File: src/rtl/xrs_wb_pkg.sv
// Shared encodings for the xrs writeback arbiter: load size codes, grant
// identifiers, the extension-strobe bundle and the strobe selection helper.
package xrs_wb_pkg;

  localparam logic [1:0] SIZE_B = 2'b00;
  localparam logic [1:0] SIZE_H = 2'b01;
  localparam logic [1:0] SIZE_W = 2'b10;
  localparam logic [1:0] SIZE_D = 2'b11;

  typedef enum logic {
    GRANT_ALU = 1'b0,
    GRANT_LSU = 1'b1
  } grant_e;

  typedef struct packed {
    logic rsx8;
    logic rsx16;
    logic rsx32;
    logic rsx64;
    logic rzx8;
    logic rzx16;
    logic rzx32;
  } strobe_t;

  localparam strobe_t STROBE_NONE = 7'b000_0000;

  // An unsigned dword needs no extension, so it shares rsx64 with signed dword and the ALU.
  function automatic strobe_t strobe_map(input grant_e src, input logic [1:0] size,
                                         input logic is_unsigned, input logic [4:0] rd);
    strobe_t s;
    s = STROBE_NONE;
    if (rd == 5'd0) begin
      s = STROBE_NONE;
    end else if (src == GRANT_ALU) begin
      s.rsx64 = 1'b1;
    end else begin
      case (size)
        SIZE_B:  if (is_unsigned) s.rzx8  = 1'b1; else s.rsx8  = 1'b1;
        SIZE_H:  if (is_unsigned) s.rzx16 = 1'b1; else s.rsx16 = 1'b1;
        SIZE_W:  if (is_unsigned) s.rzx32 = 1'b1; else s.rsx32 = 1'b1;
        SIZE_D:  s.rsx64 = 1'b1;
        default: s = STROBE_NONE;
      endcase
    end
    return s;
  endfunction

endpackage

File: src/rtl/xrs_wb_arbiter_if.sv
// Writeback bus between the ALU/LSU requesters, the arbiter and xrs.
// Scoreboard signals exist only when XRS_WB_SCOREBOARD_EN is defined.
interface xrs_wb_arbiter_if;

  logic        alu_valid_i;
  logic        alu_ready_o;
  logic [4:0]  alu_rd_i;
  logic [63:0] alu_dat_i;

  logic        lsu_valid_i;
  logic        lsu_ready_o;
  logic [4:0]  lsu_rd_i;
  logic [63:0] lsu_dat_i;
  logic [1:0]  lsu_size_i;
  logic        lsu_unsigned_i;

  logic [4:0]  rd_o;
  logic [63:0] rdat_o;
  logic        rsx8_o;
  logic        rsx16_o;
  logic        rsx32_o;
  logic        rsx64_o;
  logic        rzx8_o;
  logic        rzx16_o;
  logic        rzx32_o;

`ifdef XRS_WB_SCOREBOARD_EN
  logic        iss_valid_i;
  logic [4:0]  iss_rd_i;
  logic [4:0]  ra_i;
  logic [4:0]  rb_i;
  logic        ra_busy_o;
  logic        rb_busy_o;

  modport slave (
    input  alu_valid_i, alu_rd_i, alu_dat_i,
    input  lsu_valid_i, lsu_rd_i, lsu_dat_i, lsu_size_i, lsu_unsigned_i,
    output alu_ready_o, lsu_ready_o,
    output rd_o, rdat_o, rsx8_o, rsx16_o, rsx32_o, rsx64_o, rzx8_o, rzx16_o, rzx32_o,
    input  iss_valid_i, iss_rd_i, ra_i, rb_i,
    output ra_busy_o, rb_busy_o
  );

  modport master (
    output alu_valid_i, alu_rd_i, alu_dat_i,
    output lsu_valid_i, lsu_rd_i, lsu_dat_i, lsu_size_i, lsu_unsigned_i,
    input  alu_ready_o, lsu_ready_o,
    input  rd_o, rdat_o, rsx8_o, rsx16_o, rsx32_o, rsx64_o, rzx8_o, rzx16_o, rzx32_o,
    output iss_valid_i, iss_rd_i, ra_i, rb_i,
    input  ra_busy_o, rb_busy_o
  );
`else
  modport slave (
    input  alu_valid_i, alu_rd_i, alu_dat_i,
    input  lsu_valid_i, lsu_rd_i, lsu_dat_i, lsu_size_i, lsu_unsigned_i,
    output alu_ready_o, lsu_ready_o,
    output rd_o, rdat_o, rsx8_o, rsx16_o, rsx32_o, rsx64_o, rzx8_o, rzx16_o, rzx32_o
  );

  modport master (
    output alu_valid_i, alu_rd_i, alu_dat_i,
    output lsu_valid_i, lsu_rd_i, lsu_dat_i, lsu_size_i, lsu_unsigned_i,
    input  alu_ready_o, lsu_ready_o,
    input  rd_o, rdat_o, rsx8_o, rsx16_o, rsx32_o, rsx64_o, rzx8_o, rzx16_o, rzx32_o
  );
`endif

endinterface

File: src/rtl/xrs_wb_scoreboard.sv
// Pending-write scoreboard for xrs: issue marks a register busy, the
// writeback strobe cycle for that register clears it (issue wins on a tie).
module xrs_wb_scoreboard (
  input  logic       clk_i,
  input  logic       reset_i,
  input  logic       iss_valid_i,
  input  logic [4:0] iss_rd_i,
  input  logic       clr_valid_i,
  input  logic [4:0] clr_rd_i,
  input  logic [4:0] ra_i,
  input  logic [4:0] rb_i,
  output logic       ra_busy_o,
  output logic       rb_busy_o
);

  logic [31:0] pend_r;
  logic [31:0] set_mask_s;
  logic [31:0] clr_mask_s;
  logic [31:0] pend_nxt_s;

  // Set is OR-ed after the clear so a same-edge issue keeps the register busy; x0 never pends.
  always_comb begin
    set_mask_s = (iss_valid_i && (iss_rd_i != 5'd0)) ? (32'd1 << iss_rd_i) : 32'd0;
    clr_mask_s = clr_valid_i ? (32'd1 << clr_rd_i) : 32'd0;
    pend_nxt_s = ((pend_r & ~clr_mask_s) | set_mask_s) & ~32'd1;
  end

  // Pending vector register.
  always_ff @(posedge clk_i) begin
    if (reset_i) begin
      pend_r <= 32'd0;
    end else begin
      pend_r <= pend_nxt_s;
    end
  end

  assign ra_busy_o = (ra_i != 5'd0) && pend_r[ra_i];
  assign rb_busy_o = (rb_i != 5'd0) && pend_r[rb_i];

endmodule

File: src/rtl/xrs_wb_arbiter.sv
// Arbitrates ALU and LSU writebacks onto the single xrs write port with a
// one-cycle registered output. Define XRS_WB_SCOREBOARD_EN to add the pending-write scoreboard.
module xrs_wb_arbiter
  import xrs_wb_pkg::*;
#(
  parameter int PRIORITY_RR = 1
) (
  input  logic           clk_i,
  input  logic           reset_i,
  xrs_wb_arbiter_if.slave bus
);

  grant_e      last_grant_r;
  logic        alu_ready_s;
  logic        lsu_ready_s;
  logic [4:0]  sel_rd_s;
  logic [63:0] sel_dat_s;
  strobe_t     sel_stb_s;

  logic [4:0]  rd_r;
  logic [63:0] rdat_r;
  strobe_t     stb_r;

  // Grant: a lone requester wins at once; on conflict the rotating or fixed rule decides.
  always_comb begin
    alu_ready_s = 1'b0;
    lsu_ready_s = 1'b0;
    if (reset_i) begin
      alu_ready_s = 1'b0;
      lsu_ready_s = 1'b0;
    end else if (bus.alu_valid_i && bus.lsu_valid_i) begin
      if ((PRIORITY_RR != 0) && (last_grant_r == GRANT_LSU)) begin
        alu_ready_s = 1'b1;
      end else begin
        lsu_ready_s = 1'b1;
      end
    end else begin
      alu_ready_s = bus.alu_valid_i;
      lsu_ready_s = bus.lsu_valid_i;
    end
  end

  // Winner's write; zeros when nothing is granted so idle cycles drive a clean port.
  always_comb begin
    sel_rd_s  = 5'd0;
    sel_dat_s = 64'd0;
    sel_stb_s = STROBE_NONE;
    if (lsu_ready_s) begin
      sel_rd_s  = bus.lsu_rd_i;
      sel_dat_s = bus.lsu_dat_i;
      sel_stb_s = strobe_map(GRANT_LSU, bus.lsu_size_i, bus.lsu_unsigned_i, bus.lsu_rd_i);
    end else if (alu_ready_s) begin
      sel_rd_s  = bus.alu_rd_i;
      sel_dat_s = bus.alu_dat_i;
      sel_stb_s = strobe_map(GRANT_ALU, SIZE_D, 1'b0, bus.alu_rd_i);
    end else begin
      sel_rd_s  = 5'd0;
      sel_dat_s = 64'd0;
      sel_stb_s = STROBE_NONE;
    end
  end

  // Output register and round-robin history; history moves only on a handshake.
  always_ff @(posedge clk_i) begin
    if (reset_i) begin
      last_grant_r <= GRANT_ALU;
      rd_r         <= 5'd0;
      rdat_r       <= 64'd0;
      stb_r        <= STROBE_NONE;
    end else begin
      rd_r   <= sel_rd_s;
      rdat_r <= sel_dat_s;
      stb_r  <= sel_stb_s;
      if (lsu_ready_s) begin
        last_grant_r <= GRANT_LSU;
      end else if (alu_ready_s) begin
        last_grant_r <= GRANT_ALU;
      end else begin
        last_grant_r <= last_grant_r;
      end
    end
  end

  assign bus.alu_ready_o = alu_ready_s;
  assign bus.lsu_ready_o = lsu_ready_s;
  assign bus.rd_o        = rd_r;
  assign bus.rdat_o      = rdat_r;
  assign bus.rsx8_o      = stb_r.rsx8;
  assign bus.rsx16_o     = stb_r.rsx16;
  assign bus.rsx32_o     = stb_r.rsx32;
  assign bus.rsx64_o     = stb_r.rsx64;
  assign bus.rzx8_o      = stb_r.rzx8;
  assign bus.rzx16_o     = stb_r.rzx16;
  assign bus.rzx32_o     = stb_r.rzx32;

`ifdef XRS_WB_SCOREBOARD_EN
  logic [6:0] stb_bits_s;
  assign stb_bits_s = stb_r;

  xrs_wb_scoreboard u_scoreboard (
    .clk_i       (clk_i),
    .reset_i     (reset_i),
    .iss_valid_i (bus.iss_valid_i),
    .iss_rd_i    (bus.iss_rd_i),
    .clr_valid_i (|stb_bits_s),
    .clr_rd_i    (rd_r),
    .ra_i        (bus.ra_i),
    .rb_i        (bus.rb_i),
    .ra_busy_o   (bus.ra_busy_o),
    .rb_busy_o   (bus.rb_busy_o)
  );
`endif

endmodule

File: src/flat_wrapper.sv
// flat-port wrapper written by rule: the top's interface ports become plain ports
module xrs_wb_arbiter_flat import xrs_wb_pkg::*;
#(
  parameter int PRIORITY_RR = 1
)
  (clk_i, reset_i, bus_alu_valid_i, bus_alu_rd_i, bus_alu_dat_i, bus_lsu_valid_i, bus_lsu_rd_i, bus_lsu_dat_i, bus_lsu_size_i, bus_lsu_unsigned_i, bus_alu_ready_o, bus_lsu_ready_o, bus_rd_o, bus_rdat_o, bus_rsx8_o, bus_rsx16_o, bus_rsx32_o, bus_rsx64_o, bus_rzx8_o, bus_rzx16_o, bus_rzx32_o);
  xrs_wb_arbiter_if bus_i ();
  input  logic clk_i;
  input  logic reset_i;
  input wire logic [$bits(bus_i.alu_valid_i)-1:0] bus_alu_valid_i;
  input wire logic [$bits(bus_i.alu_rd_i)-1:0] bus_alu_rd_i;
  input wire logic [$bits(bus_i.alu_dat_i)-1:0] bus_alu_dat_i;
  input wire logic [$bits(bus_i.lsu_valid_i)-1:0] bus_lsu_valid_i;
  input wire logic [$bits(bus_i.lsu_rd_i)-1:0] bus_lsu_rd_i;
  input wire logic [$bits(bus_i.lsu_dat_i)-1:0] bus_lsu_dat_i;
  input wire logic [$bits(bus_i.lsu_size_i)-1:0] bus_lsu_size_i;
  input wire logic [$bits(bus_i.lsu_unsigned_i)-1:0] bus_lsu_unsigned_i;
  output wire logic [$bits(bus_i.alu_ready_o)-1:0] bus_alu_ready_o;
  output wire logic [$bits(bus_i.lsu_ready_o)-1:0] bus_lsu_ready_o;
  output wire logic [$bits(bus_i.rd_o)-1:0] bus_rd_o;
  output wire logic [$bits(bus_i.rdat_o)-1:0] bus_rdat_o;
  output wire logic [$bits(bus_i.rsx8_o)-1:0] bus_rsx8_o;
  output wire logic [$bits(bus_i.rsx16_o)-1:0] bus_rsx16_o;
  output wire logic [$bits(bus_i.rsx32_o)-1:0] bus_rsx32_o;
  output wire logic [$bits(bus_i.rsx64_o)-1:0] bus_rsx64_o;
  output wire logic [$bits(bus_i.rzx8_o)-1:0] bus_rzx8_o;
  output wire logic [$bits(bus_i.rzx16_o)-1:0] bus_rzx16_o;
  output wire logic [$bits(bus_i.rzx32_o)-1:0] bus_rzx32_o;
  assign bus_i.alu_valid_i = bus_alu_valid_i;
  assign bus_i.alu_rd_i = bus_alu_rd_i;
  assign bus_i.alu_dat_i = bus_alu_dat_i;
  assign bus_i.lsu_valid_i = bus_lsu_valid_i;
  assign bus_i.lsu_rd_i = bus_lsu_rd_i;
  assign bus_i.lsu_dat_i = bus_lsu_dat_i;
  assign bus_i.lsu_size_i = bus_lsu_size_i;
  assign bus_i.lsu_unsigned_i = bus_lsu_unsigned_i;
  assign bus_alu_ready_o = bus_i.alu_ready_o;
  assign bus_lsu_ready_o = bus_i.lsu_ready_o;
  assign bus_rd_o = bus_i.rd_o;
  assign bus_rdat_o = bus_i.rdat_o;
  assign bus_rsx8_o = bus_i.rsx8_o;
  assign bus_rsx16_o = bus_i.rsx16_o;
  assign bus_rsx32_o = bus_i.rsx32_o;
  assign bus_rsx64_o = bus_i.rsx64_o;
  assign bus_rzx8_o = bus_i.rzx8_o;
  assign bus_rzx16_o = bus_i.rzx16_o;
  assign bus_rzx32_o = bus_i.rzx32_o;
  xrs_wb_arbiter #(.PRIORITY_RR(PRIORITY_RR)) u_core (.clk_i(clk_i), .reset_i(reset_i), .bus(bus_i));
endmodule
File: config.mk
export PLATFORM = sky130hd
export DESIGN_NAME = xrs_wb_arbiter_flat
export DESIGN_NICKNAME = d
export VERILOG_FILES = /design/src/rtl/xrs_wb_pkg.sv /design/src/rtl/xrs_wb_arbiter_if.sv /design/src/rtl/xrs_wb_scoreboard.sv /design/src/rtl/xrs_wb_arbiter.sv /design/src/flat_wrapper.sv
export SDC_FILE = /design/constraint.sdc
export NUM_CORES = 1
export LEC_CHECK = 0
export ABC_AREA = 1
export ABC_CLOCK_PERIOD_IN_PS = 3200
export CORE_ASPECT_RATIO = 0.6
export CORE_MARGIN = 2
export CORE_UTILIZATION = 35
export CTS_BUF_LIST = sky130_fd_sc_hd__clkbuf_4 sky130_fd_sc_hd__clkbuf_8
export DETAILED_ROUTE_END_ITERATION = 10
export PLACE_DENSITY = 0.85
export SYNTH_ARGS = -nofsm -noshare
export SYNTH_HDL_FRONTEND = slang
export SYNTH_SLANG_ARGS = --single-unit
export TNS_END_PERCENT = 10
File: constraint.sdc
create_clock -name clk_i -period 3.2 [get_ports clk_i]
set_clock_uncertainty 0.2 [all_clocks]
set_input_delay 0.32 -clock clk_i [delete_from_list [all_inputs] [get_ports clk_i]]
set_output_delay 0.32 -clock clk_i [all_outputs]
set_load 0.02 [all_outputs]
; ---- Word level (Yosys, flattened, before mapping)
; Cells that the tools add are included.
[classes]
addsub = 0
n_shift = 0
reduce_logical = 5
bitwise = 0
div = 0
mux = 25
n_eq_ne = 3
magnitude_cmp = 0
n_mul = 0
[ops]
columns = cell, n
row1 = 64-bit 2-to-1 mux, 2
row2 = 1-bit 2-to-1 mux, 17
row3 = 7-bit 2-to-1 mux, 2
row4 = 5-bit zero test, 2
row5 = 5-bit 2-to-1 mux, 2
row6 = 4-bit 2-to-1 mux, 2
row7 = "2-bit == test, second input constant", 2
row8 = "2-bit by 1-bit == test with 1-bit output, second input constant", 1
row9 = 2-bit zero test, 1
row10 = 2-bit nonzero test, 1
row11 = 1-bit logical AND, 1
[totals]
memories = 0
latchBits = 0
reg_bits = 77
rom_bits = 0
word_cells = 43
ramBits = 0

; ---- Depth between registers and ports, before layout
[logic_depth]
word_depth = 5
mapped_depth = 8
mapped_depth_nobuf = 6

; ---- Least setup slack after synthesis
; Ideal clock, no wire load.
[synth_timing]
path_type = input to output
start = input bus_lsu_valid_i
end = output bus_lsu_ready_o
n_path_buf = 1
setup_slack_ps = 1840
t_required_ps = 2680
stages = 5
arrival_time_ps = 840
cell_sequence = inv_1 > nor2_4 > nand2_1 > inv_2 > buf_4
[synth_via]
elab_chain_cells = 3
[synth_lines]
columns = item, line
row1 = start: declaration, flat_wrapper.sv:13  ; input wire logic [$bits(bus_i.lsu_valid_i)-1:0] bus_lsu_valid_i;
row2 = 1-bit logical AND, xrs_wb_arbiter.sv:31  ; end else if (bus.alu_valid_i && bus.lsu_valid_i) begin
row3 = 1-bit 2-to-1 mux *, xrs_wb_arbiter.sv:31
row4 = 1-bit 2-to-1 mux *, xrs_wb_arbiter.sv:28  ; if (reset_i) begin
row5 = end: declaration, flat_wrapper.sv:19  ; output wire logic [$bits(bus_i.lsu_ready_o)-1:0] bus_lsu_ready_o;
; Mark *: on every way between the ends. The rest lies on a longest branch, timed or not.

; ---- Final worst setup path
[layout_timing]
start = input reset_i
end = output bus_lsu_ready_o
[layout_via]
elab_chain_cells = 1
[layout_lines]
columns = item, line
row1 = start: declaration, flat_wrapper.sv:9  ; input logic reset_i;
row2 = 1-bit 2-to-1 mux, xrs_wb_arbiter.sv:28
; Every way passes these cells.

==> flow_summary.ini <==
[synth]
synth_seq_cells = 77
syn-num-nets = 483
synth_warnings = 0
synthesis.area_mm2 = 0.00262
ys_seq_area_frac = 0.588
netlist_instances = 338
syn_avg_cell_area_um2 = 7.76
synth_cell_type_count = 17

[detailed_routing]
vias_per_cell = 4.22
wl_per_cell_um = 13.0
drc = 0
wl_mm = 8.65
vias = 2822
drt-initial-drc-count = 100
first_pass_iters = 4
ant_nets = 0

[timing]
finalCritPeriodShare = 0.718
setup_violations = 0
fmax_mhz = 435
hold_viol_final = 0
fin_crit_ps = 2300
worst_pin_slew_ps = 730
grt_setup_unrepaired = false
setup_tns_ps = 0
slew_headroom = 0.514
timing.final.ws_setup_ps = 903
slew_viol_final = 0

[clock_tree]
path_clk_slew_ps = 80
worstSkewPairLatency_ps = 330
h-tree-depth = 3
clock_sinks = 77
clockRootBuffer = clkbuf_8
clk_path_buf_depth = 2
cts_hold_buffers = 0
cts_resized = 0
post_cts_buffers = 0
cts_tree = yes
cts_buffers = 9

[placement]
post-place-ws_ps = 847
gp_congestion = 0.758
hpwl_mm = 6.71
dpl_cell_area_mm2 = 0.00490
port_buffers = 222

[finish]
fill_cells = 591
final_cell_mix = clkdlybuf4s50_1, nand2_1, dfxtp_1
antennaDiodeCount = 0
drive_gt1_frac = 0.0585
fin_nets = 704
final_common_cell = clkdlybuf4s50_1
syn_to_final_growth_pct = 93.8
ff_latch_area_mm2 = 0.00154
finish.instance_area_mm2 = 0.00508
multi_input_area_um2 = 947

[worst_setup_path]
path_max_fanout = 4
cp_data_required_time_ps = 2680
crit_type = in -> out
crit_path_end_kind = output pin
start_kind = input pin
crit_arrival_ps = 1780

[grt]
grt_usage = 0.209
antenna_found_initial = 0
grt_pass1_wl_mm = 13.2
grt_max_degree = 71
first_global_vias = 2810
grt-ovfl-total = 0

[floorplanning]
initial_core_util = 0.361
placementRows = 24
core_mm2 = 0.00727
die_w_um = 116
die-area_mm2 = 0.00823
ios = 223
die_h_um = 71.1

[run]
maxCapViolations = 0

[outcome]
status = finished, final reports clean

[power]
power.density_mw_per_mm2 = 433
vdd_drop_max_uv = 238
p_leak_uw = 0.00225

[min_path]
hold_path.class = in -> reg
## stage by stage
stage	hold WS [ps]	cells	util	total power [uW]
after global routing	314	668	0.700	2300
after CTS	302	668	0.700	2220
after detailed placement	302	652	0.674	1550
after global placement	293	652	0.674	1540
after floorplan	198	338	-	1230
final	317	668	0.700	2200
## path summary, 6_finish.rpt
check,startpoint,end,slack [ps],depth (start not counted)
worst max-delay path,reset_i,bus_lsu_ready_o,900,5
worst min register to register,u_core.last_grant_r,u_core.last_grant_r,330,2
worst max register to register,u_core.last_grant_r,u_core.bus.rzx32_o,1340,6
worst min-delay path,bus_alu_dat_i[14],u_core.bus.rdat_o[14],320,3
## where the power goes
| part | total, uW | internal (uW) | switching [uW] | leakage (uW) |
|---|---|---|---|---|
| Combinational | 491 | 284 | 207 | 0.00153 |
| Clock | 672 | 322 | 349 | 0.0000836 |
| Sequential | 1040 | 1020 | 16.2 | 0.000636 |
## synthesized netlist by cell type (all sizes together)
library cell	instances	area (um^2)
nand2	210	813
buf	14	93.8
nand3b	1	7.51
dfxtp	77	1540
nand3	6	30.0
inv	11	41.3
o22ai	1	6.26
o21ai	4	23.8
nor3	3	15.0
nor2	11	51.3
## logic make-up after synthesis
group,count (synthesis),share of synthesized area
flops,77,0.588
compound gates,5,0.0114
simple gates,231,0.350
buf+inv,25,0.0515
## sequential cells by signal (all words and copies together), names as in the netlist
register and cells:
u_core.last_grant_r 1, u_core.bus.rsx16_o 1, u_core.bus.rsx8_o 1, u_core.bus.rd_o 5, u_core.bus.rsx64_o 1, u_core.bus.rdat_o 64
u_core.bus.rsx32_o 1, u_core.bus.rzx16_o 1, u_core.bus.rzx32_o 1, u_core.bus.rzx8_o 1
## layer usage
metal  vias to the layer above  part of all wire  GRT usage
met4                         0             0.017     0.0661
li1                       1454                 -          -
met5                         -                 0          0
met2                       113              0.51      0.403
met3                        13             0.086     0.0711
met1                      1242              0.39      0.212
## critical path, cell delays in order
cell and delay, ps:
clkdlybuf4s50_1 500, nor2_4 170, nand2_1 110, inv_2 80
clkdlybuf4s50_1 590
## layout make-up
type	count	share of cell area
Multi-Input combinational cell	236	0.186
Sequential cell	77	0.303
Clock inverter	5	0.00689
Tap cell	104	0.0256
Inverter	11	0.00812
Timing Repair Buffer	224	0.440
Clock buffer	11	0.0298
Power figures use the tool's default switching activity.
